==> config.mk <==
export PLATFORM = sky130hd
export DESIGN_NAME = avalon_fp_mult_pipe
export DESIGN_NICKNAME = d
export VERILOG_FILES = /design/src/rtl/fp_mult_pkg.sv /design/src/rtl/fp_mult_core.sv /design/src/rtl/avalon_fp_mult_pipe.sv
export SDC_FILE = /design/constraint.sdc
export NUM_CORES = 1
export LEC_CHECK = 0
export ABC_AREA = 0
export CAP_MARGIN = 20
export CORE_UTILIZATION = 55
export DETAILED_ROUTE_END_ITERATION = 16
export PLACE_DENSITY = 0.71
export SYNTH_ARGS = -nofsm -noshare
export SYNTH_HDL_FRONTEND = slang
export SYNTH_HIERARCHICAL = 1
export SYNTH_SLANG_ARGS = --single-unit
==> constraint.sdc <==
create_clock -name clk -period 7.9 [get_ports clk]
set_input_delay 1.58 -clock clk [delete_from_list [all_inputs] [get_ports clk]]
set_output_delay 1.58 -clock clk [all_outputs]
set_load 0.005 [all_outputs]
==> src/rtl/fp_mult_pkg.sv <==
// Shared definitions for the Avalon-MM pipelined floating-point multiplier:
// register map, status codes and the exponent bias helper.
package fp_mult_pkg;

  localparam logic [2:0] ADDR_OP1    = 3'd0;
  localparam logic [2:0] ADDR_OP2    = 3'd1;
  localparam logic [2:0] ADDR_CTRL   = 3'd2;
  localparam logic [2:0] ADDR_RESULT = 3'd3;
  localparam logic [2:0] ADDR_STATUS = 3'd4;
  localparam logic [2:0] ADDR_COUNT  = 3'd5;

  typedef enum logic [2:0] {
    CODE_OK   = 3'd0,
    CODE_OVF  = 3'd1,
    CODE_UNF  = 3'd2,
    CODE_ZERO = 3'd3,
    CODE_NAN  = 3'd4
  } status_code_t;

  function automatic int fp_bias(input int e);
    return (1 << (e - 1)) - 1;
  endfunction

endpackage

==> src/rtl/fp_mult_core.sv <==
// Combinational floating-point multiply: truncated hidden-one mantissa product,
// 1-bit normalise, biased exponent add and prioritised special-case handling.
module fp_mult_core
  import fp_mult_pkg::*;
#(
  parameter int E = 8,
  parameter int M = 7
) (
  input  logic [E+M:0] a,
  input  logic [E+M:0] b,
  output logic [E+M:0] result,
  output logic [2:0]   code
);

  localparam int XW = E + 2;
  localparam int PW = 2 * M + 2;
  localparam logic [XW-1:0] BIAS_X   = XW'(fp_bias(E));
  localparam logic [XW-1:0] OVF_X    = XW'((1 << E) - 1 + fp_bias(E));
  localparam logic [M-1:0]  QNAN_MAN = M'(1) << (M - 1);

  logic          sa, sb, sign, shift;
  logic [E-1:0]  ea, eb;
  logic [M-1:0]  ma, mb, mant;
  logic [PW-1:0] prod;
  logic [XW-1:0] esum, eres;
  logic          a_nan, b_nan, a_inf, b_inf, a_zero, b_zero, a_den, b_den;
  logic          unused_bits;

  assign {sa, ea, ma} = a;
  assign {sb, eb, mb} = b;
  assign sign  = sa ^ sb;

  assign prod  = PW'({1'b1, ma}) * PW'({1'b1, mb});
  assign shift = prod[PW-1];
  assign mant  = shift ? prod[2*M:M+1] : prod[2*M-1:M];

  assign esum  = XW'(ea) + XW'(eb) + XW'(shift);
  assign eres  = esum - BIAS_X;

  assign a_nan  = (&ea) && (|ma);
  assign b_nan  = (&eb) && (|mb);
  assign a_inf  = (&ea) && !(|ma);
  assign b_inf  = (&eb) && !(|mb);
  assign a_zero = !(|ea) && !(|ma);
  assign b_zero = !(|eb) && !(|mb);
  assign a_den  = !(|ea) && (|ma);
  assign b_den  = !(|eb) && (|mb);

  assign unused_bits = ^{prod[M-1:0], eres[XW-1:E]};

  // NOTE: every always_comb output gets a default first so no path infers a latch.
  always_comb begin
    result = {sign, eres[E-1:0], mant};
    code   = CODE_OK;
    if (a_nan || b_nan) begin
      result = {sign, {E{1'b1}}, QNAN_MAN};
      code   = CODE_NAN;
    end else if (a_zero || b_zero) begin
      result = '0;
      code   = CODE_ZERO;
    end else if (a_den || b_den || esum <= BIAS_X) begin
      result = {sign, {E{1'b0}}, M'(1)};
      code   = CODE_UNF;
    end else if (esum >= OVF_X || a_inf || b_inf) begin
      result = {sign, {E{1'b1}}, {M{1'b0}}};
      code   = CODE_OVF;
    end
  end

endmodule

==> src/rtl/avalon_fp_mult_pipe.sv <==
// Avalon-MM slave wrapping an LAT-stage floating-point multiplier pipeline and a
// DEPTH-entry result FIFO; issues reserve a FIFO slot so the queue never overflows.
module avalon_fp_mult_pipe
  import fp_mult_pkg::*;
#(
  parameter int E     = 8,
  parameter int M     = 7,
  parameter int LAT   = 3,
  parameter int DEPTH = 4
) (
  input  logic         clk,
  input  logic         reset,
  input  logic [2:0]   avs_s1_address,
  input  logic         avs_s1_read,
  input  logic         avs_s1_write,
  input  logic [E+M:0] avs_s1_writedata,
  output logic [E+M:0] avs_s1_readdata,
  output logic         avs_s1_waitrequest
);

  localparam int W  = 1 + E + M;
  localparam int AW = $clog2(DEPTH);
  localparam int CW = AW + 1;

  logic [W-1:0]  op1, op2, stg_a, stg_b, core_res, push_res;
  logic [2:0]    core_code, push_code, head_code;
  logic          stg_v, push_v, underrun;
  logic [W-1:0]  fifo_data [DEPTH];
  logic [2:0]    fifo_code [DEPTH];
  logic [AW-1:0] wr_ptr, rd_ptr;
  logic [CW-1:0] occ, inflight, total;
  logic          rd_req, issue_req, issue_stall, issue, res_read, res_stall, pop;
  logic          underrun_set, fifo_empty, fifo_full;

  // A simultaneous write wins the bus, so the read side is masked out entirely.
  assign rd_req       = avs_s1_read && !avs_s1_write;
  assign issue_req    = avs_s1_write && avs_s1_address == ADDR_CTRL && avs_s1_writedata[0];
  assign total        = inflight + occ;
  assign fifo_empty   = occ == '0;
  assign fifo_full    = occ == CW'(DEPTH);
  assign issue_stall  = issue_req && total == CW'(DEPTH);
  assign issue        = issue_req && !issue_stall;
  assign res_read     = rd_req && avs_s1_address == ADDR_RESULT;
  assign res_stall    = res_read && fifo_empty && inflight != '0;
  assign pop          = res_read && !fifo_empty;
  assign underrun_set = res_read && fifo_empty && inflight == '0;
  assign head_code    = fifo_empty ? 3'd0 : fifo_code[rd_ptr];

  assign avs_s1_waitrequest = !reset && (issue_stall || res_stall);

  always_comb begin
    avs_s1_readdata = '0;
    if (rd_req && !reset) begin
      case (avs_s1_address)
        ADDR_OP1:    avs_s1_readdata = op1;
        ADDR_OP2:    avs_s1_readdata = op2;
        ADDR_CTRL:   avs_s1_readdata = W'(inflight != '0);
        ADDR_RESULT: avs_s1_readdata = fifo_empty ? '0 : fifo_data[rd_ptr];
        ADDR_STATUS: avs_s1_readdata = W'({underrun, fifo_full, fifo_empty, head_code});
        ADDR_COUNT:  avs_s1_readdata = W'(total);
        default:     avs_s1_readdata = '0;
      endcase
    end
  end

  // NOTE: sequential state uses non-blocking assignments so every flop samples pre-edge values.
  always_ff @(posedge clk or posedge reset) begin
    if (reset) begin
      op1      <= '0;
      op2      <= '0;
      underrun <= 1'b0;
    end else begin
      if (avs_s1_write && avs_s1_address == ADDR_OP1) op1 <= avs_s1_writedata;
      if (avs_s1_write && avs_s1_address == ADDR_OP2) op2 <= avs_s1_writedata;
      if (avs_s1_write && avs_s1_address == ADDR_STATUS) underrun <= 1'b0;
      else if (underrun_set)                             underrun <= 1'b1;
    end
  end

  // Stage 1 keeps private operand copies so OP1/OP2 may be rewritten right after issue.
  always_ff @(posedge clk or posedge reset) begin
    if (reset) begin
      stg_v <= 1'b0;
      stg_a <= '0;
      stg_b <= '0;
    end else begin
      stg_v <= issue;
      if (issue) begin
        stg_a <= op1;
        stg_b <= op2;
      end
    end
  end

  fp_mult_core #(.E(E), .M(M)) u_core (
    .a      (stg_a),
    .b      (stg_b),
    .result (core_res),
    .code   (core_code)
  );

  if (LAT == 1) begin : g_lat1
    assign push_v    = stg_v;
    assign push_res  = core_res;
    assign push_code = core_code;
  end else begin : g_pipe
    localparam int N = LAT - 1;
    logic [N-1:0] pv;
    logic [W-1:0] pr [N];
    logic [2:0]   pc [N];

    always_ff @(posedge clk or posedge reset) begin
      if (reset) begin
        pv <= '0;
        for (int i = 0; i < N; i++) begin
          pr[i] <= '0;
          pc[i] <= '0;
        end
      end else begin
        pv[0] <= stg_v;
        pr[0] <= core_res;
        pc[0] <= core_code;
        for (int i = 1; i < N; i++) begin
          pv[i] <= pv[i-1];
          pr[i] <= pr[i-1];
          pc[i] <= pc[i-1];
        end
      end
    end

    assign push_v    = pv[N-1];
    assign push_res  = pr[N-1];
    assign push_code = pc[N-1];
  end

  always_ff @(posedge clk or posedge reset) begin
    if (reset) begin
      inflight <= '0;
      occ      <= '0;
      wr_ptr   <= '0;
      rd_ptr   <= '0;
    end else begin
      inflight <= inflight + CW'(issue) - CW'(push_v);
      occ      <= occ + CW'(push_v) - CW'(pop);
      if (push_v) wr_ptr <= wr_ptr + AW'(1);
      if (pop)    rd_ptr <= rd_ptr + AW'(1);
    end
  end

  // NOTE: FIFO storage is not reset; occupancy and pointers alone define which entries are live.
  always_ff @(posedge clk) begin
    if (push_v) begin
      fifo_data[wr_ptr] <= push_res;
      fifo_code[wr_ptr] <= push_code;
    end
  end

endmodule

Word-level counts from Yosys, hierarchy flattened. Memories as Yosys holds them, arrays and structs flattened. Index checks and enable logic that the tools add are counted.

Register bits: 116. Bits in writable memories: 76. Bits of input ports: 23. Output and inout port bits: 17. Word-level logic and storage cells: 104. Memories kept: 2.

Memory list: fifo_data (depth 4, width 16, read ports 1, clocked after Yosys merged registers in 0, wr ports 1, line avalon_fp_mult_pipe.sv:28) `logic [W-1:0] fifo_data [DEPTH];`; fifo_code (depth 4, width 3, read ports 1, clocked after Yosys merged registers in 0, wr ports 1, line avalon_fp_mult_pipe.sv:29) `logic [2:0] fifo_code [DEPTH];`.

$add $sub $neg: 10. Multipliers: 1. $lt $le $gt $ge: 2. Equal/unequal tests: 7. Multiplexer cells: 17. Bitwise operators: 1. Reduce and logical (&&, ||, !) cells: 49.

Operator list (number): case mux 16 bit (6 select lines) (1); 2-to-1 mux 16 bit (4); 2-to-1 mux 15 bit (2); logical AND 1 bit (23); multiplier 8 x 8 -> 16 bit (1); AND reduction 8 bit (2); OR reduction 8 bit (2); OR reduction 7 bit (2); equality test 3 bit, second input constant (4); 2-to-1 mux 3 bit (4); adder 9 x 1 -> 10 bit (1); >= comparator 10 x 9 -> 1 bit, second input constant (1); less-or-equal comparator 10 x 7 -> 1 bit, second input constant (1); adder 8 x 8 -> 9 bit (1); logical NOT 3 bit (3); logical NOT 1 bit (8); subtractor 8 x 7 -> 8 bit, second input constant (1); logical OR 1 bit (7); 2-to-1 mux 7 bit (1); adder 3 x 1 -> 3 bit (2); equality test 3 x 2 -> 1 bit, second input constant (2); subtractor 3 x 1 -> 3 bit (2); 2-to-1 mux 1 bit (5); adder 2 x 1 -> 2 bit, second input constant (2); 5 further kinds (5).

Depth between registers and ports, before layout.
Depth after elaboration: 9. Gate-level depth with buffers: 28. Mapped depth without buffers: 26.

By module. Netlist, hierarchy kept.

By module, submodules not included: avalon_fp_mult_pipe (times used 1, cells an instance 447, area an instance 7637.3 sq um, seq. area each 5185.0 sq um); fp_mult_core (times used 1, cells an instance 368, area an instance 2935.3 sq um, seq. area each 0.0 sq um).

Least setup slack after synthesis. No wires, ideal clock.

Kind: register to register. Start point: register stg_b[6]. End point: register g_pipe.pr[21] (netlist name). Setup time: 0.127 ns. Arrival: 6.666 ns. Data required time: 7.773 ns. Slack: 1.107 ns. Stages on the path, launching flop included: 29. Period minus slack after synthesis: 6.793 ns. Cells stage by stage: dfrtp_1 -> inv_1 -> nor2_1 -> fa_1 -> inv_1 -> fa_1 -> inv_1 -> fa_1 -> inv_1 -> fa_1 -> inv_1 -> ha_1 -> o21ai_0 -> nor2_1 -> o311ai_1 -> and3_1 -> a211oi_4 -> buf_2 -> fa_1 -> fa_1 -> nor2b_1 -> o221a_1 -> o32ai_1 -> or4b_4 -> o31ai_2 -> a211oi_1 -> buf_6 -> nand4_2 -> o31ai_1.

Longest elaborated chain between the ends: 9. Elaborated cells on any way between the ends: 21.

RTL lines: start: declaration (line avalon_fp_mult_pipe.sv:25) `logic [W-1:0] op1, op2, stg_a, stg_b, core_res, push_res;`; start signal: assignment (line avalon_fp_mult_pipe.sv:90) `stg_b <= op2;`; multiplier 8 x 8 -> 16 bit (line fp_mult_core.sv:33) `assign prod = PW'({1'b1, ma}) * PW'({1'b1, mb});`; adder 9 x 1 -> 10 bit (line fp_mult_core.sv:37) `assign esum = XW'(ea) + XW'(eb) + XW'(shift);`; >= comparator 10 x 9 -> 1 bit (line fp_mult_core.sv:64) `end else if (esum >= OVF_X || a_inf || b_inf) begin`; logical OR 1 bit (2 in series) (line fp_mult_core.sv:64); 2-to-1 mux 15 bit (line fp_mult_core.sv:64); 2-to-1 mux 15 bit (line fp_mult_core.sv:61) `end else if (a_den || b_den || esum <= BIAS_X) begin`; 2-to-1 mux 16 bit (line fp_mult_core.sv:58) `end else if (a_zero || b_zero) begin`; 2-to-1 mux 16 bit * (line fp_mult_core.sv:55) `if (a_nan || b_nan) begin`; net core_res[5] (line avalon_fp_mult_pipe.sv:25); end signal: indexed assignment (line avalon_fp_mult_pipe.sv:125) `pr[i] <= pr[i-1];`; end: declaration (line avalon_fp_mult_pipe.sv:109) `logic [W-1:0] pr [N];`.

Mark *: on every way through the listed nets, which the timed path passes. The rest lies on a longest branch. A chain may end at the register's enable or synchronous reset.

Worst setup path after layout.
Start point: register stg_b[4]. End point: register g_pipe.pr[26] (netlist name).

The elaborated chain is that of the path after synthesis.

==> summary.txt <==
final RePlAce weighted congestion = 0.8624
Antenna diodes = 0
fin crit share = 0.9395
Slew Limit Fails = 0
Iteration-0 DRC Markers = 412
Hold/Removal Path Class = register to register
Critical Path RT = 8230 ps
Pre-antenna DRT Iters = 5
Synth Register Bits = 192
final design utilization = 0.6239
Power Dens Cells = 440.1 nW/um^2
FF-to-FF Start = stg_b[4]
Layout Skew = 10.90 ps
DP Worst Slack = 465.4 ps
clock latency on the worst-skew pair = 430 ps
clock-pin slew on the worst setup and hold paths = 70 ps
number of global-route vias before repair = 6552
Setup crit end kind = register
final WL = 22400 um
status = complete, no violations
TritonCTS clock tree = built
sequential share of the synthesized area = 0.4904
Setup CP Type = register to register
GR peak layer = met2
final setup vio count = 0
CTS sink cnt = 192
max frequency = 134.7 MHz
layout cells sized above 1 = 0.1715
Layout fillers = 1395
initial antenna violation count = 0
Worst Setup SP = stg_b[4]
Final Hold Fails = 0
Slew @ Worst Pin = 1019 ps
final worst path period need = 7422 ps
H-tree depth = 4
aggregate global routing overflow = 0
Max-Cap Viols = 0
global-route wire length before repair = 36230 um
setup TNS = 0 ps
dpl hpwl = 16160 um
Core Area = 18770 sq um
nets = 969
Hold Startpoint = stg_v
Synth Net Count = 928
Netlist cell types = 83
postcts setup bufs = 0
DR vias/cell = 5.759
placed insts = 1070
residual DRC count = 0
die height = 140.6 um
RSZ-0062 raised after global routing = no
WP data arrival = 7750 ps
Mean Syn Cell Area = 12.97 sq um
GR Util met1 = 0.3451
met2 usage = 0.3831
Vias = 6352
Starting Density = 0.5633
Die Span X = 140.6 um
P&R area growth vs syn = 10.75%
fin worst setup slack = 478.0 ps
largest net degree at the start of global routing = 76
Post-synth EDFFs = 76
full die area = 19780 sq um
Clock Path Buffers = 2
maximum fanout along the worst path = 14
met3 global-route usage = 0.04755
root buffer cell = clkbuf_16
Rel. slew slack = 0.3209
antenna viol nets, final = 0
GRT Util Overall = 0.2434
Worst VDD drop = 0.0006934 V
Final Total Pwr = 5.153 mW
Leak = 5.042 nW
ys flop type = dfrtp_1
IO Port Bufs = 39
Placed Instance Area = 11140 sq um
yosys warns = 6
crit start category = register
Layout Cells excl Fill = 1103
WL per Instance = 20.31 um
fraction of registers with async set/reset = 0.6042
post-route cell area = 11710 sq um
synthesized cell area = 10570 sq um
boundary pin count = 40
CTS Buf Count = 17
# rows = 50
Post-Syn Instances = 815
Hold WS = 348.3 ps
-- routing by layer --
metal  part of all wire  vias up
met1               0.46     3247
met2               0.49      130
met5                  0        -
met4              0.014        0
met3              0.037       22
li1                   -     2953
-- cells by family after synthesis --
family / after synthesis / synth area share
and+or+nand+nor: 197 / 0.1032
DFF: 192 / 0.4904
buffers and inverters: 110 / 0.04698
muxes: 101 / 0.1336
AOI/OAI and AO/OA: 100 / 0.06888
adders and majority gates: 90 / 0.1349
xor gates and xnor gates: 25 / 0.02201
-- cells in the mapped netlist, types with 11 or more instances --
cell type | count | area (sq um)
mux2_2 | 39 | 439.2
xor2_1 | 11 | 96.34
mux2i_1 | 17 | 170.2
inv_1 | 84 | 315.3
edfxtp_1 | 76 | 2282
fa_1 | 40 | 800.8
a21oi_1 | 32 | 160.2
buf_2 | 12 | 60.06
and2_1 | 39 | 244.0
nor3_1 | 14 | 70.07
dfrtp_1 | 116 | 2903
nor2_1 | 48 | 180.2
ha_1 | 50 | 625.6
mux4_2 | 17 | 382.9
mux2_4 | 28 | 420.4
nand2_1 | 33 | 123.9
xnor2_1 | 13 | 113.9
o21ai_0 | 13 | 65.06
-- power breakdown --
| part | switching, mW | total (mW) | internal, mW |
|---|---|---|---|
| Combinational | 1.53 | 2.77 | 1.24 |
| Clock | 0.367 | 0.804 | 0.437 |
| Sequential | 0.288 | 1.58 | 1.29 |
| Total | 2.18 | 5.15 | 2.97 |
-- state kept, by name, summed over array words and instances, names as in the netlist --
signal     cells
fifo_code     12
fifo_data     64
g_pipe.pc      3
g_pipe.pr     16
g_pipe.pv      2
inflight       3
occ            3
op1           16
op2           16
push_code      3
push_res      16
rd_ptr         2
stg_a         16
stg_b         16
stg_v          1
underrun       1
wr_ptr         2
-- worst paths after layout --
path | endpoint | slack (ps) | cells after the start
setup / recovery | g_pipe.pr[26] | 480 | 24
hold reg to reg | g_pipe.pv[0] | 350 | 0
hold / removal | g_pipe.pv[0] | 350 | 0
max in group asynchronous | stg_a[8] | 4930 | 3
min in group asynchronous | inflight[0] | 1610 | 2
setup reg to reg | g_pipe.pr[26] | 480 | 24
-- placed cells by master (no fill, tap or decap), types with 8 or more instances in the layout --
master / n
a21oi_1: 32
inv_1: 83
nor3_1: 14
nor2_1: 48
buf_4: 8
xor2_1: 11
xnor2_1: 13
nand2_1: 33
mux2i_1: 17
dfrtp_1: 116
o21ai_0: 12
edfxtp_1: 76
mux2_2: 39
mux4_2: 17
clkbuf_16: 17
ha_1: 50
nor2b_1: 8
clkdlybuf4s50_1: 39
mux2_4: 28
fa_1: 40
and2_1: 39
-- critical path, cell delays in order, from the launching register on --
cell and delay [ps]:
dfrtp_1 520, and2_1 220, fa_1 470, fa_1 540, inv_1 50, fa_1 480, fa_1 550, inv_1 40
ha_1 340, a211oi_1 340, nor2_1 130, o311ai_1 360, and3_1 270, a211oi_4 50, buf_4 220, fa_1 420
fa_1 410, nor2b_1 180, o221a_1 220, o32ai_1 100, or4b_4 540, o31ai_2 290, a211oi_2 160, buf_4 190
a21oi_1 200
-- cell type report --
type	count	area (sq um)	area share
inverter	84	317.8	0.02714
sequential	192	5185	0.4428
multi-input combinational	513	4896	0.4181
clock buffer	24	483.0	0.04125
clock inverter	8	72.57	0.006198
timing repair buffer	48	461.7	0.03943
tap	234	292.8	0.02501
-- what timing repair did --
action	CTS	global route
gates resized for setup	0	2
setup endpoints to repair	0	5
hold buffers	0	0
Power figures use the tool's default switching activity.
